$ cat src/rtl/pid_pwm_out.sv
`default_nettype none
// +----------------------------------------------------------------------------+
// | Module   : pid_pwm_out                                                     |
// | Brief    : PID output stage. Signed power word to sign/magnitude PWM with  |
// |            period-aligned updates. Define PID_PWM_DEADTIME_EN for one      |
// |            period of suppressed drive on each direction reversal.          |
// | Revision : 1.0                                                             |
// +----------------------------------------------------------------------------+
module pid_pwm_out #(
  parameter int aw = 1,
  parameter int ow = 12
) (
  input  logic              clk_pid,
  input  logic              reset,
  input  logic              ce,
  input  logic [aw-1:0]     a,
  input  logic [ow-1:0]     m_k,
  output logic [(1<<aw)-1:0] pwm_out,
  output logic [(1<<aw)-1:0] dir_out,
  output logic              sync
);

  localparam int c_an = 1 << aw;
  localparam int c_mw = ow - 1;
  localparam logic [c_mw-1:0] c_pmax = {{(c_mw-1){1'b1}}, 1'b0};

  logic            r_ce_d;
  logic [c_mw-1:0] r_cnt;
  logic            r_sync;
  logic            w_cap;
  logic            w_bound;
  logic [ow-1:0]   w_abs;
  logic [c_mw-1:0] w_mag;

  assign w_cap   = ce & ~r_ce_d;
  assign w_bound = (r_cnt == c_pmax);

  // Negating the most negative word leaves bit ow-1 set; that case saturates.
  assign w_abs = m_k[ow-1] ? ({ow{1'b0}} - m_k) : m_k;
  assign w_mag = w_abs[ow-1] ? {c_mw{1'b1}} : w_abs[c_mw-1:0];

  always_ff @(posedge clk_pid) begin
    if (reset) begin
      r_ce_d <= 1'b0;
      r_cnt  <= '0;
      r_sync <= 1'b0;
    end else begin
      r_ce_d <= ce;
      r_cnt  <= w_bound ? '0 : r_cnt + 1'b1;
      r_sync <= w_bound;
    end
  end

  assign sync = r_sync;

  for (genvar i = 0; i < c_an; i++) begin : g_chan
    localparam logic [aw-1:0] c_idx = aw'(i);

    logic            r_pend_sign;
    logic [c_mw-1:0] r_pend_mag;
    logic            r_act_dir;
    logic [c_mw-1:0] r_act_mag;
    logic            r_pwm;
    logic            r_dir;
`ifdef PID_PWM_DEADTIME_EN
    logic            r_dead;
    logic            w_hold;
    assign w_hold = ~r_dead & (r_pend_sign != r_act_dir) & (r_act_mag != '0);
`endif

    always_ff @(posedge clk_pid) begin
      if (reset) begin
        r_pend_sign <= 1'b0;
        r_pend_mag  <= '0;
        r_act_dir   <= 1'b0;
        r_act_mag   <= '0;
        r_pwm       <= 1'b0;
        r_dir       <= 1'b0;
`ifdef PID_PWM_DEADTIME_EN
        r_dead      <= 1'b0;
`endif
      end else begin
        if (w_cap && (a == c_idx)) begin
          r_pend_sign <= m_k[ow-1];
          r_pend_mag  <= w_mag;
        end
        // Non-blocking reads make a same-edge load take the pre-capture value.
        if (w_bound) begin
`ifdef PID_PWM_DEADTIME_EN
          if (w_hold) begin
            r_act_mag <= '0;
            r_dead    <= 1'b1;
          end else begin
            r_act_dir <= r_pend_sign;
            r_act_mag <= r_pend_mag;
            r_dead    <= 1'b0;
          end
`else
          r_act_dir <= r_pend_sign;
          r_act_mag <= r_pend_mag;
`endif
        end
        r_pwm <= (r_cnt < r_act_mag);
        r_dir <= r_act_dir;
      end
    end

    assign pwm_out[i] = r_pwm;
    assign dir_out[i] = r_dir;
  end

endmodule
`default_nettype wire

$ cat config.mk
export PLATFORM = sky130hd
export DESIGN_NAME = pid_pwm_out
export DESIGN_NICKNAME = d
export VERILOG_FILES = /design/src/rtl/pid_pwm_out.sv
export SDC_FILE = /design/constraint.sdc
export NUM_CORES = 1
export LEC_CHECK = 0
export CORE_MARGIN = 4
export CORE_UTILIZATION = 30
export CTS_CLUSTER_SIZE = 14
export DETAILED_ROUTE_END_ITERATION = 7
export GPL_TIMING_DRIVEN = 0
export PLACE_DENSITY = 0.55
export SETUP_SLACK_MARGIN = 0.2
export SYNTH_ARGS = -nofsm -noshare
export SYNTH_HDL_FRONTEND = slang
export SYNTH_SLANG_ARGS = --single-unit
$ cat constraint.sdc
create_clock -name clk_pid -period 2.35 [get_ports clk_pid]
set_clock_uncertainty 0.1 [all_clocks]
set_input_delay 0.47 -clock clk_pid [delete_from_list [all_inputs] [get_ports clk_pid]]
set_output_delay 0.47 -clock clk_pid [all_outputs]
set_load 0.03 [all_outputs]
=== After elaboration in Yosys (flattened, before gate mapping) ===
Index checks and enable logic that the tools add are counted.

* Bitwise operators: 3
* Mux-type cells: 2
* Eq/ne operators: 1
* Multiply operators: 0
* $lt $le $gt $ge: 2
* Reduce and logical (&&, ||, !) cells: 3
* Add/subtract/negate cells: 2
* Shifts and indexed selects: 0
* Div/mod/pow operators: 0

{| class="wikitable"
|+ Operators with widths
! operator !! count
|-
| $lt A11 B11 Y1 || 2
|-
| $mux W12 || 1
|-
| $sub A1 B12 Y12 const A || 1
|-
| $add A11 B1 Y11 const B || 1
|-
| $eq A11 B11 Y1 const B || 1
|-
| $mux W11 || 1
|-
| $logic_and A1 B1 Y1 || 2
|-
| $not A1 Y1 || 2
|-
| $reduce_or A2 Y1 || 1
|-
| $and A1 B1 Y1 || 1
|}

* Bits in read-only memories: 0
* Bits in registers: 65
* Bits of input ports: 16
* Memories: 0
* Memory bits (writable): 0
* Bits in latches: 0

=== Depth between registers and ports, before layout ===
Gate-level depths: netlist of run 1.

* Depth after elaboration: 3
* Depth in mapped cells: 8
* Depth with buffers taken out: 7

=== Worst setup path before layout of run 1 ===
OpenSTA, ideal clock, no wires.

* Kind: in2reg
* Start point: input m_k[1]
* End point: register g_chan[1].r_pend_mag[10]
* Stages: 7
* Slack: 199 ps
* Data required time: 2121 ps
* Data arrival time: 1922 ps
* Cells stage by stage: inv_1 -> ha_1 -> or4b_4 -> o41a_1 -> or3_1 -> nand3_1 -> a21oi_1

* Longest elaborated chain between the ends: 3

{| class="wikitable"
|+ RTL lines
! element !! line !! text
|-
| from (decl) || 17 || <nowiki>input logic [ow-1:0] m_k,</nowiki>
|-
| $sub A1 B12 Y12 || 39 || <nowiki>assign w_abs = m_k[ow-1] ? ({ow{1'b0}} - m_k) : m_k;</nowiki>
|-
| $mux W12 || 39 ||
|-
| $mux W11 || 40 || <nowiki>assign w_mag = w_abs[ow-1] ? {c_mw{1'b1}} : w_abs[c_mw-1:0];</nowiki>
|-
| to (signal assigned) || 85 || <nowiki>r_pend_mag <= w_mag;</nowiki>
|-
| to (decl) || 60 || <nowiki>logic [c_mw-1:0] r_pend_mag;</nowiki>
|}

Every way passes these cells.
A chain may end at the register's enable or synchronous reset.

=== Worst setup path in the final report of run 1 ===
* Start point: input m_k[1]
* End point: register g_chan[0].r_pend_mag[10]

* Longest elaborated chain between the ends: 3

{| class="wikitable"
|+ RTL lines
! element !! line
|-
| $sub A1 B12 Y12 || 39
|-
| $mux W12 || 39
|-
| $mux W11 || 40
|-
| to (signal assigned) || 85
|-
| to (decl) || 60
|}

Every way passes these cells.

==> results of run 1 <==
[stage by stage]
step / power, mW / area, um2
final: 2.38 / 3800
after global routing: 2.49 / 3800
after CTS: 2.41 / 3780
after detailed placement: 1.41 / 3520
after global placement: 1.40 / 3520
after floorplan: 1.32 / 3160
[cell usage in the layout (no fill, tap or decap), types with 3 or more instances in the layout]
cell type	Yosys	routed
nand3_1	6	5
clkbuf_1	7	5
a211oi_1	15	14
buf_6	3	3
inv_1	24	22
dfxtp_2	0	5
clkdlybuf4s50_1	0	11
dlygate4sd2_1	0	3
dlymetal6s2s_1	0	3
buf_4	6	7
nand3b_1	5	5
nand2_1	66	66
a21oi_1	39	39
ha_1	23	22
a21o_1	8	8
o31ai_1	6	6
dfxtp_1	65	60
nor2b_1	4	4
buf_2	4	5
and3_1	3	3
clkbuf_8	1	12
xnor2_1	6	6
xor2_1	6	6
nand4_1	8	8
nor2_1	39	38
[critical path, stage by stage]
cell and delay [ns]:
clkdlybuf4s15_2 0.22, inv_2 0.08, ha_4 0.13, or4b_4 0.46, o41a_1 0.35, or3_4 0.34, nand3_1 0.10, a21oi_1 0.06
[flip-flops by register name, indices dropped and copies added (netlist names)]
signal              flops
r_cnt                  11
g_chan.r_pend_sign      2
r_ce_d                  1
g_chan.r_act_mag       22
g_chan.r_dir            2
g_chan.r_pend_mag      22
g_chan.r_pwm            2
sync                    1
g_chan.r_act_dir        2
[final timing paths]
path / startpoint / endpoint / slack, ns
worst min-delay path: g_chan[0].r_act_dir$_SDFFE_PP0P_ / g_chan[0].r_act_dir$_SDFFE_PP0P_ / 0.35
worst max register to register: r_cnt[2]$_SDFF_PP0_ / g_chan[1].r_act_mag[4]$_SDFFE_PP0P_ / 0.38
worst max-delay path: m_k[1] / g_chan[0].r_pend_mag[10]$_SDFFE_PP0P_ / 0.26
worst min register to register: g_chan[0].r_act_dir$_SDFFE_PP0P_ / g_chan[0].r_act_dir$_SDFFE_PP0P_ / 0.35
[logic make-up (layout without fill, tap and decap cells)]
group	count (synthesis)	count (layout)	share of synthesized area, %
fa+ha+maj	23	23	9.12
compound gates	82	82	16.5
flops	65	65	41.2
simple gates	150	150	22.0
xor+xnor	12	12	3.33
buf+inv	47	83	7.81
[per-layer routing]
layer	track usage [%]	vias to the layer above	share of wire, %
met5	0	-	0
met4	3.86	0	1.3
met3	3.56	9	4.7
met2	19.8	58	46
met1	16.6	1185	48
li1	-	1354	-
[report_power, final]
| group | total (mW) | leakage, nW | switching (mW) | internal, mW |
|---|---|---|---|---|
| Clock | 0.997 | 0.110 | 0.444 | 0.553 |
| Combinational | 0.224 | 0.822 | 0.125 | 0.0986 |
| Sequential | 1.16 | 0.530 | 0.0269 | 1.13 |
| Total | 2.38 | 1.46 | 0.596 | 1.79 |
[final cells by class]
type,count,area share [%]
clock buffer,11,3.98
tap,136,4.48
timing repair buffer,20,5.20
multi-input combinational,267,43.8
buffer,23,4.18
clock inverter,5,1.61
inverter,24,2.37
sequential,65,34.4
[what timing repair did]
item                       in CTS  in global routing
setup buffers                   1                  0
hold endpoints to repair        0                  0
gates resized for setup        17                 16
setup endpoints to repair      19                 47
pin swaps                       1                  2
==> flow_summary.yaml, run 1 <==
clock_tree:
  clk_pin_slew_ns: 0.08
  clock_path_buffers: 2
  clock-sinks: 65
  cts_tree: "yes"
  cts_max_level: 3
  cts_made_buffers: 9
  root_buffer: "clkbuf_8"
  ctsHoldBuffers: 0
  clk_latency_ns: 0.34
sta:
  fmax_mhz: 478
  rsz0062_at_grt: "no"
  fin_setup_tns_ns: 0
  setup_viol: 0
  maxSlewViolCount: 0
  worst_slew_pin_slew_ns: 0.550
  timing_hold_violations_final: 0
  period_needed_ns: 2.09
  post-route-period-util_pct: 89.0
  setup_ws_ns: 0.258
  timing.max_slew.rel_slack_pct: 63.1
  holdWs_ns: 0.354
place:
  place_congestion: 0.799
  hpwl_um: 5520
  portBuffers: 19
  place_ws_ns: -0.542
  post-place-cells: 534
floorplan:
  io_pins: 21
  fp.dieW_um: 111
  core_area_um2: 10300
  start_util_pct: 30.7
  rows: 37
  dieArea_um2: 12200
  dieHeight_um: 111
power:
  cellPowerDensity_nw_per_um2: 627
  power_leakage_nw: 1.46
  peakVddDrop_v: 0.000242
setup_path:
  startpoint_type: "input pin"
  crit_required_ns: 2.47
  path_class: "input pin to register"
  arrival_ns: 2.21
  crit_fanout: 4
  end_kind: "register"
  r2r_cells: 7
cells_and_area:
  fillCellCount: 1098
  postLayoutCoreUtil_pct: 37.0
  final_nets: 449
  register_area_um2: 1310
  fin_cells: 551
  synthToLayoutAreaGrowth_pct: 20.4
  n_antenna_cell: 0
  drive_gt1_share_pct: 13.5
  multiInputGateArea_um2: 1660
global_route:
  track_usage_pct: 12.5
  grt_max_degree: 13
  antenna_found_initial: 0
  grt_pass1_wl_um: 12600
  grt_pass1_vias: 2553
  overflow: 0
synth:
  syn_inst: 379
  yosysTopAreaCellShare_pct: 41.2
  ys_ff_latch: 65
  synth_fp_nets: 418
  async_flop_share_pct: 0
  netlist_area_um2: 3160
  ys.flop_type: "dfxtp_1"
  syn_avg_cell_area_um2: 8.33
  synth_cell_types: 40
  yosys.cell_count.top_type: "nand2_1"
  yosysSeqAreaShare_pct: 41.2
  yosysTopAreaCell: "dfxtp_1"
  synth_common_cells: "66 x nand2_1, 65 x dfxtp_1, 39 x a21oi_1, 39 x nor2_1, 24 x inv_1"
  synth_edf_count: 0
  synthTopCellsByArea: "dfxtp_1 41%, ha_1 9.1%, nand2_1 7.8%"
  yosysWarningCount: 0
job:
  drv_cap: 0
detailed_routing:
  route.detailed.drc: 0
  dr.first_iter.drc_count: 114
  drtAntennaViolNets: 0
  detail_route.first_pass.iterations: 4
  avgRoutedWirePerCell_um: 13.2
  via_count: 2606
  routed_wl_um: 7300
  viasPerCell: 4.73
run_status:
  status: "finished clean"
min_path:
  hold_depth: 2
  hold_class: "register to register"
Power figures use the tool's default switching activity.
==> run 2, diff against run 1 <==
Settings changed: CORE_UTILIZATION 30 to 40, PLACE_DENSITY 0.55 to 0.67.
Clock period 2.35 ns to 2.3 ns, I/O delays scaled along.
==> flow_summary.yaml, run 2 (synthesis gave the netlist of run 1 again) <==
run_status:
  status: "finished clean"
power:
  peakVddDrop_v: 0.000198
  pwr-share-comb_pct: 10.2
  switching_share_pct: 26.6
  p_sw_mw: 0.601
  power_leakage_nw: 1.42
  cellPowerDensity_nw_per_um2: 609
  seqPwrFrac_pct: 52.6
  p_int_mw: 1.65
  clkPwrFrac_pct: 37.2
sta:
  post-route-period-util_pct: 90.7
  period_needed_ns: 2.09
  setup_viol: 0
  timing.max_slew.rel_slack_pct: 65.8
  maxSlewViolCount: 0
  rsz0062_at_grt: "no"
  setup_ws_ns: 0.213
  holdWs_ns: 0.350
  fmax_mhz: 479
  worst_slew_pin_slew_ns: 0.511
  timing_hold_violations_final: 0
setup_path:
  end_kind: "register"
  arrival_ns: 2.21
  startpoint_type: "input pin"
  crit_fanout: 3
  path_class: "input pin to register"
  crit_required_ns: 2.42
  r2r_cells: 6
clock_tree:
  clk_latency_ns: 0.35
  cts_made_buffers: 9
  cts_tree: "yes"
  root_buffer: "clkbuf_8"
  ctsHoldBuffers: 0
  clock-sinks: 65
  cts_max_level: 3
  clock_path_buffers: 2
  clk_pin_slew_ns: 0.07
global_route:
  grt_pass1_wl_um: 11700
  grt_max_degree: 13
  grtUsageMet1_pct: 19.1
  use_met2_pct: 24.3
  track_usage_pct: 15.5
  grt_pass1_vias: 2537
  grtUsageMet3_pct: 4.76
  grt.busiest_layer: "met2"
  overflow: 0
  antenna_found_initial: 0
detailed_routing:
  viasPerCell: 5.13
  routed_wl_um: 6990
  route.detailed.drc: 0
  drtAntennaViolNets: 0
  dr.first_iter.drc_count: 92
  via_count: 2656
  detail_route.first_pass.iterations: 4
  avgRoutedWirePerCell_um: 13.5
floorplan:
  rows: 32
  core_area_um2: 7690
  dieHeight_um: 96.8
  dieArea_um2: 9380
  fp.dieW_um: 96.8
  start_util_pct: 41.1
  io_pins: 21
cells_and_area:
  final_cell_mix: "66 x nand2_1, 62 x dfxtp_1, 39 x nor2_1, 39 x a21oi_1"
  final_nets: 450
  n_antenna_cell: 0
  synthToLayoutAreaGrowth_pct: 17.3
  drive_gt1_share_pct: 12.7
  final_common_cell: "nand2_1"
  top_regs: "g_chan.r_act_mag x22, g_chan.r_pend_mag x22, r_cnt x11"
place:
  place_ws_ns: -0.498
  portBuffers: 19
  place_congestion: 0.860
  hpwl_um: 5300
min_path:
  hold_depth: 2
  hold_class: "register to register"
job:
  drv_cap: 0
run 2: cell types whose count changed in the layout (fill, tap and decap cells not counted), sizes merged:
cell           previous run  this run
dlygate4sd2               3         5
dlymetal6s2s              3         1
buf                      15        17
clkinv                    3         4
clkbuf                   19        18
bufinv                    1         0
clkinvlp                  0         1
clkdlybuf4s15             1         0
run 2: path summary, 6_finish.rpt:
path / startpoint / to / slack (ns)
setup / recovery: m_k[4] / g_chan[1].r_pend_mag[10]$_SDFFE_PP0P_ / 0.21
setup reg to reg: r_cnt[4]$_SDFF_PP0_ / g_chan[1].r_pwm$_SDFF_PP0_ / 0.35
hold reg to reg: g_chan[0].r_act_dir$_SDFFE_PP0P_ / g_chan[0].r_act_dir$_SDFFE_PP0P_ / 0.35
hold / removal: g_chan[0].r_act_dir$_SDFFE_PP0P_ / g_chan[0].r_act_dir$_SDFFE_PP0P_ / 0.35
run 2: power groups by stage:
stage	clock network (mW)	registers, mW	logic, mW
after floorplan	0	1.20	0.145
after global placement	0	1.21	0.224
after detailed placement	0	1.21	0.228
after CTS	0.866	1.18	0.226
after global routing	0.928	1.19	0.255
final	0.838	1.19	0.230
run 2: critical path, cell delays in order:
cell and delay, ns:
dlygate4sd2_1 0.28, or4b_4 0.56, o41a_1 0.41, or3_4 0.34, nand3_1 0.10, a21oi_1 0.06
run 2: layout make-up:
| class | count | area (um2) |
|---|---|---|
| fillers | 759 | 3980 |
| multi-input cells | 267 | 1650 |
| flip-flops and latches | 65 | 1310 |
| repair buffers | 21 | 191 |
| plain buffers | 23 | 159 |
| clock buffers | 10 | 128 |
| well taps | 102 | 128 |
| inverters | 24 | 95.1 |
| clock inverters | 6 | 43.8 |
run 2: through the flow:
stage / util (%) / total power, mW / setup TNS (ns) / instance area, um2 / instances
detailed placement: 45.4 / 1.44 / -6.54 / 3490 / 500
global route: 48.2 / 2.37 / 0 / 3700 / 518
floorplan: - / 1.35 / 0 / 3170 / 379
CTS: 47.7 / 2.28 / 0 / 3670 / 516
global placement: 45.4 / 1.43 / -5.57 / 3490 / 500
finish: 48.2 / 2.25 / 0 / 3700 / 518
run 2: metal layers:
layer / up-vias / wire [um]
li1: 1367 / -
met1: 1211 / 3350
met2: 60 / 3190
met3: 18 / 240
met4: 0 / 208
met5: - / 0
run 2: repair_timing:
action | 4_1_cts | 5_1_grt
endpoints found under the setup margin | 17 | 47
pin swaps | 0 | 2
resized for setup | 13 | 16
setup buffers | 0 | 2
==> run 3, diff against run 2 <==
Settings changed: GPL_TIMING_DRIVEN 0 to unset.
==> flow_summary.yaml, run 3 (synthesis gave the netlist of run 1 again) <==
run_status:
  status: "finished clean"
clock_tree:
  cts_tree: "yes"
  cts_max_level: 3
  clock_path_buffers: 2
  cts_made_buffers: 9
  clk_pin_slew_ns: 0.07
  root_buffer: "clkbuf_8"
  clock-sinks: 65
  ctsHoldBuffers: 0
  clk_latency_ns: 0.34
detailed_routing:
  drt-met1-wl_um: 3260
  dr.first_iter.drc_count: 121
  viasPerCell: 4.97
  wl_met3_um: 223
  dr_wl_met2_um: 2980
  drtAntennaViolNets: 0
  via_count: 2573
  top_layer_used: "met4"
  route.detailed.drc: 0
  avgRoutedWirePerCell_um: 12.6
  detail_route.first_pass.iterations: 4
  routed_wl_um: 6540
setup_path:
  arrival_ns: 2.17
  end_kind: "register"
  crit_required_ns: 2.42
  startpoint_type: "input pin"
  crit_fanout: 2
  path_class: "input pin to register"
cells_and_area:
  multiInputGateArea_um2: 1630
  fillCellCount: 775
  top_regs: "g_chan.r_act_mag x22, g_chan.r_pend_mag x22, r_cnt x11"
  n_antenna_cell: 0
  fin_cells: 518
  final_common_cell: "nand2_1"
  drive_gt1_share_pct: 12.7
  register_area_um2: 1300
  final_cell_mix: "66 x nand2_1, 65 x dfxtp_1, 39 x nor2_1, 39 x a21oi_1, 24 x buf_4"
  final_nets: 450
  synthToLayoutAreaGrowth_pct: 19.6
place:
  post-place-cells: 501
  portBuffers: 20
  place_congestion: 0.840
  place_ws_ns: -0.328
  hpwl_um: 4810
min_path:
  hold_class: "register to register"
power:
  peakVddDrop_v: 0.000289
  switching_share_pct: 23.5
  p_sw_mw: 0.613
  power_leakage_nw: 1.46
  pwr-share-comb_pct: 8.8
  p_int_mw: 1.99
  seqPwrFrac_pct: 45.3
  cellPowerDensity_nw_per_um2: 690
  clkPwrFrac_pct: 45.9
sta:
  fmax_mhz: 490
  maxSlewViolCount: 0
  timing_hold_violations_final: 0
  timing.max_slew.rel_slack_pct: 74.1
  post-route-period-util_pct: 88.8
  setup_ws_ns: 0.258
  rsz0062_at_grt: "no"
  setup_viol: 0
  period_needed_ns: 2.04
  worst_slew_pin_slew_ns: 0.379
floorplan:
  dieArea_um2: 9380
  dieHeight_um: 96.8
  core_area_um2: 7690
  io_pins: 21
  fp.dieW_um: 96.8
  start_util_pct: 41.1
  rows: 32
global_route:
  grt_pass1_wl_um: 11200
  overflow: 0
  grt_pass1_vias: 2489
  antenna_found_initial: 0
  grt_max_degree: 26
  track_usage_pct: 14.3
job:
  drv_cap: 0
[run 3: layout make-up]
class                      count  share of cell area, %
tap                          102                   3.38
clock inverter                 7                   3.28
sequential                    65                   34.5
clock buffer                   9                   3.28
timing repair buffer          44                   9.91
multi-input combinational    267                   43.2
inverter                      24                   2.52
[run 3: stage by stage]
step,TNS [ns],util [%],cell area [um2],hold slack (ns),total power [mW]
finish,0,49.1,3770,0.355,2.61
global route,0,49.1,3770,0.371,2.71
CTS,0,48.9,3760,0.356,2.63
detailed placement,-2.49,45.7,3510,0.345,1.43
global placement,-2.18,45.7,3510,0.339,1.43
floorplan,0,-,3170,0.332,1.35
[run 3: final timing paths]
kind / slack (ns) / cells after the start / from / to
worst max-delay path: 0.26 / 6 / m_k[7] / g_chan[1].r_pend_mag[10]$_SDFFE_PP0P_
worst max register to register: 0.38 / 6 / r_cnt[2]$_SDFF_PP0_ / g_chan[0].r_act_dir$_SDFFE_PP0P_
worst min register to register: 0.35 / 2 / g_chan[0].r_act_mag[8]$_SDFFE_PP0P_ / g_chan[0].r_act_mag[8]$_SDFFE_PP0P_
worst min-delay path: 0.35 / 2 / g_chan[0].r_act_mag[8]$_SDFFE_PP0P_ / g_chan[0].r_act_mag[8]$_SDFFE_PP0P_
[run 3: routing by layer]
layer | track usage, % | vias up
met5 | 0 | -
met4 | 4.43 | 0
met3 | 3.53 | 10
met2 | 22.9 | 41
met1 | 18.9 | 1154
li1 | - | 1368
[run 3: power by group through the flow]
stage	clock, mW	combinational (mW)	sequential, mW
6_report	1.20	0.229	1.18
5_1_grt	1.27	0.255	1.19
4_1_cts	1.22	0.226	1.18
3_5_place_dp	0	0.227	1.21
3_3_place_gp	0	0.224	1.21
2_1_floorplan	0	0.145	1.20
[run 3: worst max-delay path, cell delays in order]
cell             delay [ns]
clkdlybuf4s50_1        0.43
or3_4                  0.40
o41a_1                 0.39
or3_1                  0.33
nand3_1                0.09
a21oi_1                0.07
[run 3: repair_timing]
| action | 4_1_cts | 5_1_grt |
|---|---|---|
| pin swaps | 4 | 2 |
| gates resized for setup | 9 | 2 |
| buffers inserted | 0 | 1 |
| setup endpoints to repair | 6 | 3 |
